===== config.mk =====
export PLATFORM = sky130hd
export DESIGN_NAME = pipelined_cla_addsub
export DESIGN_NICKNAME = d
export VERILOG_FILES = /design/src/rtl/pid_arith_pkg.sv /design/src/rtl/cla_group.sv /design/src/rtl/pipelined_cla_addsub.sv
export SDC_FILE = /design/constraint.sdc
export NUM_CORES = 1
export LEC_CHECK = 0
export CAP_MARGIN = 40
export CORE_MARGIN = 3
export CORE_UTILIZATION = 30
export DETAILED_ROUTE_END_ITERATION = 10
export PLACE_DENSITY = 0.57
export SYNTH_ARGS = -nofsm -noshare
export SYNTH_HDL_FRONTEND = slang
export SYNTH_SLANG_ARGS = --single-unit

===== constraint.sdc =====
create_clock -name clk -period 3.9 [get_ports clk]
set_input_delay 0.78 -clock clk [delete_from_list [all_inputs] [get_ports clk]]
set_output_delay 0.78 -clock clk [all_outputs]
set_load 0.01 [all_outputs]

===== src/rtl/pid_arith_pkg.sv =====
// rtl/pid_arith_pkg.sv - shared arithmetic constants and helpers for the PID datapath
package pid_arith_pkg;

    localparam logic MODE_ADD = 1'b0;
    localparam logic MODE_SUB = 1'b1;

    // Widest datapath sat_value can describe; callers cast the result to their own width.
    localparam int SAT_MAX_W = 128;

    // Signed saturation limit: 0x7F..F for a positive operand A, 0x80..0 for a negative one.
    function automatic logic [SAT_MAX_W-1:0] sat_value(input logic sign, input int width);
        logic [SAT_MAX_W-1:0] r;
        r = '0;
        for (int i = 0; i < SAT_MAX_W; i++) begin
            if (i == width - 1) begin
                r[i] = sign;
            end else if (i < width - 1) begin
                r[i] = ~sign;
            end
        end
        return r;
    endfunction

    // Elaboration guard: the operand must split into whole lookahead groups.
    function automatic bit width_ok(input int width, input int group);
        return (group > 0) && (width >= group) && ((width % group) == 0);
    endfunction

endpackage


===== src/rtl/cla_group.sv =====
// rtl/cla_group.sv - combinational GROUP-bit carry-lookahead block
module cla_group #(
    parameter int GROUP = 4
) (
    input  logic [GROUP-1:0] a,
    input  logic [GROUP-1:0] b,
    input  logic             cin,
    output logic [GROUP-1:0] sum,
    output logic             cout,
    output logic             c_top
);

    logic [GROUP-1:0] p;
    logic [GROUP-1:0] g;
    logic [GROUP:0]   c;
    logic             prop;

    // Each carry is a flat sum of products over the group's generate/propagate
    // terms, so no carry depends on another carry inside the block.
    always_comb begin
        p    = a ^ b;
        g    = a & b;
        c    = '0;
        prop = 1'b1;
        for (int i = 0; i <= GROUP; i++) begin
            c[i] = 1'b0;
            prop = 1'b1;
            for (int j = i - 1; j >= 0; j--) begin
                c[i] = c[i] | (g[j] & prop);
                prop = prop & p[j];
            end
            c[i] = c[i] | (cin & prop);
        end
        sum   = p ^ c[GROUP-1:0];
        cout  = c[GROUP];
        c_top = c[GROUP-1];
    end

endmodule


===== src/rtl/pipelined_cla_addsub.sv =====
// rtl/pipelined_cla_addsub.sv - pipelined carry-lookahead adder/subtractor with saturation and handshake
module pipelined_cla_addsub
    import pid_arith_pkg::*;
#(
    parameter int WIDTH = 16,
    parameter int GROUP = 4
) (
    input  logic             clk,
    input  logic             rst,
    input  logic             in_valid,
    output logic             in_ready,
    input  logic [WIDTH-1:0] in_a,
    input  logic [WIDTH-1:0] in_b,
    input  logic             in_cin,
    input  logic             in_sub,
    input  logic             in_sat,
    output logic             out_valid,
    input  logic             out_ready,
    output logic [WIDTH-1:0] out_sum,
    output logic             out_cout,
    output logic             out_ovf,
    output logic             out_zero
);

    localparam int NSTG = WIDTH / GROUP;

    if (!width_ok(WIDTH, GROUP)) begin : g_bad_width
        $error("pipelined_cla_addsub: WIDTH must be a non-zero multiple of GROUP");
    end

    // Slot 0 holds the accepted operands; slot k+1 holds the result of group k.
    // acc holds resolved sum bits below the current group and untouched A bits above.
    logic [NSTG:0]    valid_q, valid_d;
    logic [NSTG:0]    carry_q, carry_d;
    logic [NSTG:0]    sat_q,   sat_d;
    logic [NSTG:0]    amsb_q,  amsb_d;
    logic [WIDTH-1:0] acc_q [NSTG+1];
    logic [WIDTH-1:0] acc_d [NSTG+1];
    logic [WIDTH-1:0] opb_q [NSTG];
    logic [WIDTH-1:0] opb_d [NSTG];
    logic             ovf_q, ovf_d;

    logic [GROUP-1:0] grp_sum  [NSTG];
    logic             grp_cout [NSTG];
    logic             grp_ctop [NSTG];

    logic             adv;
    logic [WIDTH-1:0] res_sum;

    for (genvar k = 0; k < NSTG; k++) begin : g_stage
        cla_group #(
            .GROUP (GROUP)
        ) u_grp (
            .a     (acc_q[k][k*GROUP +: GROUP]),
            .b     (opb_q[k][k*GROUP +: GROUP]),
            .cin   (carry_q[k]),
            .sum   (grp_sum[k]),
            .cout  (grp_cout[k]),
            .c_top (grp_ctop[k])
        );
    end

    // Whole-pipe stall: every slot moves together, so bubbles stay where they are.
    assign adv      = out_ready | ~valid_q[NSTG];
    assign in_ready = adv & ~rst;

    always_comb begin
        valid_d = valid_q;
        carry_d = carry_q;
        sat_d   = sat_q;
        amsb_d  = amsb_q;
        acc_d   = acc_q;
        opb_d   = opb_q;
        ovf_d   = ovf_q;
        if (adv) begin
            valid_d[0] = in_valid;
            acc_d[0]   = in_a;
            opb_d[0]   = (in_sub == MODE_ADD) ? in_b : ~in_b;
            carry_d[0] = (in_sub == MODE_SUB) ? 1'b1 : in_cin;
            sat_d[0]   = in_sat;
            amsb_d[0]  = in_a[WIDTH-1];
            for (int k = 0; k < NSTG; k++) begin
                valid_d[k+1]                      = valid_q[k];
                carry_d[k+1]                      = grp_cout[k];
                sat_d[k+1]                        = sat_q[k];
                amsb_d[k+1]                       = amsb_q[k];
                acc_d[k+1]                        = acc_q[k];
                acc_d[k+1][k*GROUP +: GROUP]      = grp_sum[k];
            end
            for (int k = 1; k < NSTG; k++) begin
                opb_d[k] = opb_q[k-1];
            end
            // Only the top group sees the sign bit, so overflow is captured there.
            ovf_d = grp_ctop[NSTG-1] ^ grp_cout[NSTG-1];
        end
    end

    always_ff @(posedge clk) begin
        if (rst) begin
            valid_q <= '0;
        end else begin
            valid_q <= valid_d;
        end
    end

    always_ff @(posedge clk) begin
        carry_q <= carry_d;
        sat_q   <= sat_d;
        amsb_q  <= amsb_d;
        acc_q   <= acc_d;
        opb_q   <= opb_d;
        ovf_q   <= ovf_d;
    end

    always_comb begin
        res_sum = acc_q[NSTG];
        if (sat_q[NSTG] && ovf_q) begin
            res_sum = WIDTH'(sat_value(amsb_q[NSTG], WIDTH));
        end
    end

    assign out_valid = valid_q[NSTG];
    assign out_sum   = out_valid ? res_sum : '0;
    assign out_cout  = out_valid & carry_q[NSTG];
    assign out_ovf   = out_valid & ovf_q;
    assign out_zero  = out_valid & (res_sum == '0);

endmodule


## After elaboration in Yosys (flattened, before gate mapping)

Cells that the tools add are included.

| word-level totals | value |
|---|---|
| register bits | 165 |
| bits of input ports | 39 |
| word-level logic and storage cells | 146 |
| output and inout bits | 21 |

| cells by class | value |
|---|---|
| reductions and logical operators | 2 |
| muxes and demuxes | 3 |
| bitwise logic cells | 126 |

Operators with widths:

| cell | count |
|---|---|
| 1-bit AND | 68 |
| 16-bit 2-to-1 mux | 3 |
| 1-bit bitwise OR | 41 |
| 4-bit bitwise XOR | 8 |
| 4-bit AND | 4 |
| 16-bit zero test | 1 |
| 16-bit inverter | 1 |
| 1-bit inverter | 3 |
| 1-bit logical AND | 1 |
| 1-bit bitwise XOR | 1 |

## Logic depth before layout (Yosys ltp)

Gate-level depths: netlist of run 1.

| depth | value |
|---|---|
| word-level depth | 7 |
| gate-level depth with buffers | 4 |
| gate-level depth less buffers | 4 |

## By module

From an unflattened synthesis of run 1, not the netlist that was laid out.

| second synthesis, totals | value |
|---|---|
| cells, all modules | 276 |
| area, all modules | 5167.5 sq um |

By module, submodules not included:

| module | cells an instance | instances | sequential area each (sq um) | area an instance (sq um) |
|---|---|---|---|---|
| pipelined_cla_addsub | 208 | 1 | 4063.9 | 4561.9 |
| cla_group (g_stage[0].u_grp ...) | 18 | 3 | 0.0 | 155.1 |
| cla_group (g_stage[3].u_grp) | 14 | 1 | 0.0 | 140.1 |

## Worst setup path after synthesis of run 1

No wires, ideal clock.

| timing path | value |
|---|---|
| kind | input port to flip-flop |
| start point | input out_ready |
| end point | register acc_q[0] in the netlist's numbering, enable pin |
| setup slack | -0.125 ns |
| setup time | 0.485 ns |
| stages | 3 |
| arrival time | 3.539 ns |
| data required time | 3.415 ns |
| buffers on the path | 1 |
| path through | nor2b_1 > buf_2 > inv_1 |

| on the way | value |
|---|---|
| longest elaborated chain between the ends | 1 |

RTL lines:

| item | line | RTL |
|---|---|---|
| from (decl) | pipelined_cla_addsub.sv:18 | `input logic out_ready,` |
| 1-bit bitwise OR | pipelined_cla_addsub.sv:64 | `assign adv = out_ready \| ~valid_q[NSTG];` |
| to (signal assigned) | pipelined_cla_addsub.sv:110 | `acc_q <= acc_d;` |
| to (decl) | pipelined_cla_addsub.sv:37 | `logic [WIDTH-1:0] acc_q [NSTG+1];` |

No other way between the ends.
A chain may end at the register's enable or synchronous reset.

## Final worst setup path of run 1

| timing path | value |
|---|---|
| start point | input out_ready |
| end point | output in_ready |

| on the way | value |
|---|---|
| longest elaborated chain between the ends | 2 |

RTL lines:

| item | line | RTL |
|---|---|---|
| 1-bit bitwise OR | pipelined_cla_addsub.sv:64 |  |
| 1-bit AND | pipelined_cla_addsub.sv:65 | `assign in_ready = adv & ~rst;` |
| to (decl) | pipelined_cla_addsub.sv:11 | `output logic in_ready,` |

No other way between the ends.

==> results.md, run 1 <==
Global routing:
- For this run, the total global-route usage over all layers was measured as 0.0779.
- Global routing finished with a remaining overflow of 0.
- The number of global-route vias before repair came to 2318.
- Entering global routing, the biggest net connects 44 pins.
- The initial antenna violation count is 0.
- The first global-routing pass estimated 11100 um of wire.

Floorplan:
- For this configuration, the core starts out at a cell density of 0.309.
- The area of the placeable core is between 15000 and 20000 um^2.
- The die is 137 um tall.
- During I/O placement, the number of pins put on the boundary was 60.
- The initialized floorplan defines 47 standard-cell rows.
- The die covers about 19000 um^2.
- The die width is ~140 um.

Critical path:
- The worst register-to-register path begins at valid_q[4]$_SDFFE_PP0N_.
- For flop-to-flop paths, the worst setup slack is around 1.6 ns.
- The critical path in this run is classified as primary input to primary output.
- The critical path data required time is approximately 3.1 ns.
- Traced cell by cell, the critical path runs through clkdlybuf4s50_1 > nor2b_1 > nor2_1 > clkdlybuf4s50_1.
- The cell depth of the worst flop-to-flop path is 4.
- In this run the critical register-to-register path is captured at acc_q[0]$_DFFE_PN_.
- In this run the worst path has a maximum fanout of 7.
- The family with the most delay on the worst path is buffers and inverters.
- The most used cell along the critical path is sky130_fd_sc_hd__clkdlybuf4s50_1.
- The critical path endpoint category is a primary output.
- The master of the slowest instance on the critical path is sky130_fd_sc_hd__nor2b_1.
- The count of buffering cells on the critical path with inverters included is 2.
- The worst setup path is launched from a primary input.
- The data arrival time of the critical path is approximately 2.3 ns.
- The logic depth of the worst path, buffers included is 4.
- The peak per-stage delay on the critical path is about 0.58 ns.

Detailed routing:
- The number of search-and-repair iterations in the first detailed-routing pass is 4.
- The remaining antenna violation count after routing is 0.
- For this block, the routed nets add up to around 6500 um of wire.
- The number of remaining DRC errors is 0.
- The overall via count from detail_route is about 2300.
- After detailed routing, the number of vias per cell comes to between 3 and 4.
- Dividing the detail-routed wire length by the instance count gives 11.2 um.
- The initial detailed-routing violation count is 90.

Yosys:
- The dominant register cell in the synthesized netlist is sky130_fd_sc_hd__edfxtp_1.
- The mapped netlist covers roughly 5200 um^2.
- The share of synthesized area in the top cell type comes to 0.766.
- sky130_fd_sc_hd__edfxtp_1 takes more of the synthesized area than any other cell.
- The unique cell type count in the Yosys netlist is 31.
- Sorting the synthesized cells by how often they occur yields sky130_fd_sc_hd__edfxtp_1 (132), sky130_fd_sc_hd__xor2_1 (23), sky130_fd_sc_hd__ha_1 (16), sky130_fd_sc_hd__nand2_1 (16), sky130_fd_sc_hd__a21o_1 (11).
- The fraction of the yosys area taken by sequential cells is 0.785.
- The number of nets produced by synthesis is roughly 330.
- The number of storage elements in the synthesis netlist is approximately 140.
- Yosys attributes the largest share of cell area to sky130_fd_sc_hd__edfxtp_1 (77%), sky130_fd_sc_hd__xor2_1 (3.9%), sky130_fd_sc_hd__ha_1 (3.9%).
- The post-synthesis area per instance is ~19 um^2.
- The number of warnings issued by yosys is 0.
- For this run, asynchronously set or reset flops after synthesis account for 0.
- The number of standard cells after synthesis is approximately 270.
- sky130_fd_sc_hd__edfxtp_1 is the most common cell in the netlist.
- The number of enable-type register cells in the synthesized netlist is ~130.

Placed design:
- The pre-CTS worst setup slack is between 0.7 and 0.8 ns.
- The area after detailed placement is between 6000 and 7000 um^2.
- At the end of routability-driven placement, the weighted congestion stood at about 0.66.
- The HPWL after detailed placement is between 4000 and 5000 um.
- The instance count after placement with tap cells included is between 500 and 600.
- During placement, the flow inserted port buffers numbering approximately 60.

STA:
- Setup violations remaining at the end of the flow were counted as 0.
- The pin slew with the least headroom to its limit is roughly 0.73 ns.
- Once routing completed, OpenROAD measured the worst setup slack at 0.776 ns.
- The final-report hold violation count is 0.
- The sum of negative setup slack is 0 ns.
- Measured against its own limit, the worst slew margin works out to 0.511.
- The count of final max-slew check failures is 0.
- The clock arrives with between 0.008 and 0.009 ns of skew.
- Static timing analysis puts the maximum clock frequency at 0.320 GHz.
- Setup repair after global routing left no endpoint under its margin.
- Dividing the final minimum period by the clock period gives 0.801.
- The clock period could shrink to about 3.1 ns.

CTS:
- The setup fix buffers added after clock tree synthesis is 0.
- The H-tree depth is 4.
- The root buffer cell chosen for the clock tree is sky130_fd_sc_hd__clkbuf_16.
- The number of hold buffers added after CTS was 0.
- The number of CTS-inserted buffers is 17.
- The clock transition at the register clock pins on the worst setup and hold paths after CTS is 0.05 ns.
- The clock latency on the worst-skew pair is roughly 0.40 ns.
- The number of clock sinks is 137.
- Once the clock tree was built, the resizer swapped 0 gates to a different size.
- The TritonCTS clock tree is yes.
- The clock passes through at most 2 buffers.

Hold path:
- The sink of the worst hold path is acc_q[3]$_DFFE_PN_.
- The launch instance of the worst min-delay path is acc_q[19]$_DFFE_PN_.
- The classification of the worst-slack hold path is flip-flop to flip-flop.
- Along the worst hold path, the cell count comes to 0.

Finish:
- The area used by sequential logic in the layout is between 4000 and 5000 um^2.
- The count of filler cells inserted in the layout is around 1500.
- The area growth from synthesis to layout is 27.9%.
- The finished layout holds slightly below 600 standard cells, fillers aside.
- After routing the design area is ~6600 um^2.
- The number of antenna diodes in the final layout is 0.
- Of the cells placed in the final design, the portion with a size suffix greater than 1 is 0.139.
- The number of nets in the final layout is 409.
- Summing all multi-input logic gate instances after layout gives roughly 1100 um^2.

Run:
- The tool flagged a number of max-cap violations equal to 0.

Power:
- For this design the static power due to leakage is ~2.4 nW.
- The largest vdd supply drop is roughly 0.00027 V.
- The power density normalized to cell area is 552 nW/um^2.
- Power comes to ~3.7 mW.

Run status:
- The run finished with clean final reports.
-- cell usage in the layout (no fill, tap or decap), drive strengths merged, types with 2 or more instances in the layout --
cell and instances:
fa 4, and2 2, a21oi 4, a31o 3, or2 2, a21boi 16, mux2i 4, a21o 11
nor4 2, clkdlybuf4s50 59, clkinvlp 7, nand2 17, xnor2 5, nand3 3, xor2 23, nor2 10
dfxtp 5, edfxtp 132, clkbuf 17, buf 5, clkinv 6, ha 16
-- registers in the layout, summed over array words and instances (netlist names) --
register and count:
amsb_q 5, sat_q 5, acc_q 76, opb_q 40, valid_q 5, ovf_q 1
carry_q 5
-- kinds of logic (layout without fill, tap and decap cells) --
family                   count (synthesis)  in the layout  synth area share
flip-flops                             137            137             0.785
AND/OR/NAND/NOR                         39             39            0.0346
AO/OA/AOI/OAI                           36             36            0.0592
XOR/XNOR                                28             28            0.0474
adder cells (fa/ha/maj)                 20             20            0.0542
buffers and inverters                    9             96           0.00943
multiplexers                             5              5           0.00991
-- power breakdown --
| group | total, mW | internal, mW | switching (mW) | leakage (nW) |
|---|---|---|---|---|
| Sequential | 1.99 | 1.90 | 0.0896 | 1.44 |
| Combinational | 0.260 | 0.136 | 0.124 | 0.770 |
| Clock | 1.41 | 0.859 | 0.547 | 0.241 |
| Total | 3.65 | 2.89 | 0.761 | 2.45 |
-- area by class of cell --
class / count / area share
clock buffer: 17 / 0.0643
clock inverter: 13 / 0.0164
inverter: 2 / 0.00170
tap: 220 / 0.0416
sequential: 137 / 0.614
multi-input combinational: 128 / 0.160
timing repair buffer: 64 / 0.102
-- how the worst max path moves through the flow --
stage                                  startpoint                  end  slack (ns)
final                                   out_ready             in_ready        0.78
after CTS                               out_ready             in_ready        0.75
after global routing      valid_q[4]$_SDFFE_PP0N_             in_ready        0.59
after global placement                  out_ready  amsb_q[4]$_DFFE_PN_        0.41
after detailed placement                out_ready             in_ready        0.75
after floorplan                         out_ready   acc_q[0]$_DFFE_PN_        0.47
-- worst reg2reg max path, delay by kind of cell (launching register included) --
kind,cells,cell delay (ns)
and+or+nand+nor,1,0.66
DFF,1,0.62
buffers and inverters,3,0.77
-- layer usage --
| layer | track usage | part of all wire | wire (um) | vias up |
|---|---|---|---|---|
| met5 | 0 | 0 | 0 | - |
| met4 | 0.0366 | 0.020 | 131 | 0 |
| met3 | 0.0343 | 0.055 | 359 | 9 |
| met2 | 0.115 | 0.44 | 2890 | 55 |
| met1 | 0.0982 | 0.48 | 3130 | 1038 |
| li1 | - | - | - | 1184 |
-- stage by stage --
step | utilization | hold WS [ns]
finish | 0.395 | 0.414
floorplan | - | 0.400
detailed placement | 0.363 | 0.406
global placement | 0.361 | 0.403
global route | 0.395 | 0.416
CTS | 0.395 | 0.415
Power figures use the tool's default switching activity.
==> run 2, diff against run 1 <==
--- a/config.mk
+++ b/config.mk
@@ -9,7 +9,7 @@
 export CORE_MARGIN = 3
 export CORE_UTILIZATION = 30
 export DETAILED_ROUTE_END_ITERATION = 10
-export PLACE_DENSITY = 0.57
+export PLACE_DENSITY = 0.55
 export SYNTH_ARGS = -nofsm -noshare
 export SYNTH_HDL_FRONTEND = slang
 export SYNTH_SLANG_ARGS = --single-unit
==> constraint.sdc (replaced) <==
create_clock -name clk -period 3.2 [get_ports clk]
set_input_delay 0.64 -clock clk [delete_from_list [all_inputs] [get_ports clk]]
set_output_delay 0.64 -clock clk [all_outputs]
set_load 0.01 [all_outputs]
==> results.md, run 2 (synthesized netlist as in run 1, its figures left out) <==
Finish:
- The area used by sequential logic in the layout is 4060 um^2 (unchanged).
- The number of nets in the final layout was 410 (+0.24%).
- The fraction of layout instances using a drive strength above 1 was 0.146 (+0.00710).
- The area growth from synthesis to layout is 29.8%.
- The diode insertion count for antenna repair is 0 (unchanged).
- The count of filler cells inserted in the layout is 1519 (-1.5%).
- In the layout the commonest cells are sky130_fd_sc_hd__edfxtp_1 (132), sky130_fd_sc_hd__clkdlybuf4s50_1 (59), sky130_fd_sc_hd__xor2_1 (23).
- The utilization after layout is 0.401 (+0.00590).
- In the final layout, the registers with the most flip-flops are acc_q: 76 flops, opb_q: 40 flops.
- The most common cell after layout, fill and taps aside is sky130_fd_sc_hd__edfxtp_1.
- The number of flip-flops in the largest register is 76 (unchanged).
- The area of combinational cells with multiple inputs is 1060 um^2 (unchanged).
- Counting flops per register, the top entry is acc_q.
- The final cell area excluding filler cells was 6720 um^2 (+1.5%).
- The post-layout instance count excluding filler cells is 584 (+0.52%).

Detailed routing:
- The overall via count from detail_route is 2340 (+2.4%).
- The remaining antenna violation count after routing was 0 (unchanged).
- The routed length on met2 is 3010 um (+4.4%).
- The uppermost metal layer occupied by signal nets is met4.
- The met3 layer wire length in the routed design is 386 um (+7.5%).
- The number of remaining DRC errors is 0 (unchanged).
- The routed wire length is 6570 um (+0.98%).
- The initial detailed-routing violation count is 142 (+58%).
- The vias per cell was 4.01 (+1.8%).
- The routed metal-1 wirelength is 3020 um (-3.5%).
- The wire length per cell is 11.2 um (+0.47%).
- The number of search-and-repair iterations in the first detailed-routing pass is 4 (unchanged).

Floorplan:
- The number of cell rows came to 47 (unchanged).
- The count of pins on the block boundary is 60 (unchanged).
- The die boundary height is 137 um (unchanged).
- The area of the placeable core was 16800 um^2 (unchanged).
- The area enclosed by the die boundary is 18900 um^2 (unchanged).
- The initial standard-cell utilization of the core is 0.309 (unchanged).
- The die width was 137 um (unchanged).

CTS:
- The tree is rooted in a sky130_fd_sc_hd__clkbuf_16.
- The deepest clock path buffer count came to 2 (unchanged).
- TritonCTS built the clock tree.
- The hold buffer count at CTS was 0 (unchanged).
- The setup fix buffers added after clock tree synthesis is 0 (unchanged).
- The number of resized instances in the post-cts repair step is 0 (unchanged).
- The clock transition at the register clock pins on the worst setup and hold paths after CTS came to 0.06 ns (about the same).
- The number of clock sinks is 137 (unchanged).
- The clock latency on the worst-skew pair is 0.40 ns (about the same).
- The H-tree depth is 4 (unchanged).
- The number of CTS-inserted buffers is 17 (unchanged).

Critical path:
- The peak per-stage delay on the critical path is 0.57 ns (about the same).
- The largest fanout on the critical path was 18 (+11).
- The critical path data required time is 2.56 ns (-0.56 ns).
- The cell family contributing the most delay on the critical path is buffers and inverters.
- The data arrival time of the critical path is 2.09 ns (-0.25 ns).
- Among all stages on the critical path, the largest delay is contributed by sky130_fd_sc_hd__clkdlybuf4s50_1.
- Walking the worst path, the cells encountered are nand2_2 > or2_4 > a21boi_0 > clkdlybuf4s50_1.
- The worst setup path is of the flip-flop to primary output kind.
- The worst setup path is launched from a flip-flop.
- The count of buffering cells on the critical path with inverters included was 1 (-1).
- The critical path endpoint category is a primary output.

Run:
- The number of max-cap violations is 0 (unchanged).

Power:
- The largest vdd supply drop is 0.000361 V (+32%).
- The power density normalized to cell area is 711 nW/um^2 (+29%).
- The total power draw is 4.78 mW (+31%).
- The static leakage is 2.51 nW (+2.6%).

Global routing:
- The maximum number of pins on one net before global-route repair is 53 (+20%).
- The first-pass GRT wire length is 11300 um (+1.2%).
- The number of global-route vias before repair is 2437 (+5.1%).
- The leftover overflow at the end of global routing is 0 (unchanged).
- The total routing usage reported by global routing is 0.0777 (-0.000266).
- The initial antenna violation count came to 0 (unchanged).

Placed design:
- The HPWL after detailed placement was 4500 um (-1.2%).
- The pre-CTS worst setup slack came to 0.579 ns (-0.174 ns).
- The number of buffers added on ports came to 59 (unchanged).
- The routability congestion estimate came to 0.738 (+11%).
- The area after detailed placement is 6090 um^2 (unchanged).
- The instance count after placement with tap cells included is 552 (+0.18%).

STA:
- Timing would allow up to ~0.37 GHz.
- The final-report hold violation count was 0 (unchanged).
- Of the available clock period, the critical path in the final layout requires 0.854.
- The count of final setup violators is 0 (unchanged).
- Setup repair after global routing left no endpoint under its margin.
- The minimum period implied by the final worst setup slack is between 2 and 3 ns.
- The pin slew with the least headroom to its limit came to 0.465 ns (-0.267 ns).
- The worst hold margin is 0.413 ns (-0.00126 ns).
- The count of final max-slew check failures came to 0 (unchanged).
- The clock tree skew after final layout is 0.00527 ns (-0.00341 ns).
- The worst-case headroom to the max-slew limit is 0.689 (+0.178).
- The sum of negative setup slack is 0 ns (unchanged).
- The setup slack after layout is 0.467 ns (-0.309 ns).

Hold path:
- The classification of the worst-slack hold path is flip-flop to flip-flop.

Run status:
- The flow ran to the end, and the final reports show no timing, DRC or antenna violations.
run 2: area by class of cell:
cell class / count / area share
Tap cell: 220 / 0.0410
Multi-Input combinational cell: 128 / 0.158
Clock buffer: 18 / 0.0639
Clock inverter: 14 / 0.0304
Timing Repair Buffer: 65 / 0.100
Sequential cell: 137 / 0.605
Inverter: 2 / 0.00168
run 2: path summary, 6_finish.rpt:
path / from / endpoint / slack, ns / cells after the start
worst max-delay path: ovf_q$_DFFE_PN_ / out_sum[0] / 0.47 / 4
worst min-delay path: opb_q[56]$_DFFE_PN_ / opb_q[40]$_DFFE_PN_ / 0.41 / 0
worst max register to register: acc_q[28]$_DFFE_PN_ / ovf_q$_DFFE_PN_ / 1.36 / 4
worst min register to register: opb_q[56]$_DFFE_PN_ / opb_q[40]$_DFFE_PN_ / 0.41 / 0
run 2: power by group:
group / internal (mW) / switching, mW
clock network: 1.37 / 0.668
logic: 0.165 / 0.151
registers: 2.31 / 0.107
run 2: per-layer routing:
| layer | GRT usage | vias to the layer above |
|---|---|---|
| li1 | - | 1191 |
| met4 | 0.0449 | 0 |
| met1 | 0.0955 | 1082 |
| met3 | 0.0292 | 7 |
| met2 | 0.117 | 60 |
| met5 | 0 | - |
run 2: worst register-to-register path: stages, from the launching register on:
cell                       delay (ns)
sky130_fd_sc_hd__edfxtp_1        0.42
sky130_fd_sc_hd__ha_1            0.32
sky130_fd_sc_hd__a21o_1          0.20
sky130_fd_sc_hd__a31oi_2         0.30
sky130_fd_sc_hd__mux2_1          0.36
==> run 3, diff against run 2 <==
--- a/config.mk
+++ b/config.mk
@@ -5,10 +5,10 @@
 export SDC_FILE = /design/constraint.sdc
 export NUM_CORES = 1
 export LEC_CHECK = 0
-export CAP_MARGIN = 40
 export CORE_MARGIN = 3
 export CORE_UTILIZATION = 30
 export DETAILED_ROUTE_END_ITERATION = 10
+export HOLD_SLACK_MARGIN = 0.12
 export PLACE_DENSITY = 0.55
 export SYNTH_ARGS = -nofsm -noshare
 export SYNTH_HDL_FRONTEND = slang
==> results of run 3 <==
No change in the layout: final DEF, timing and power equal those of run 2.
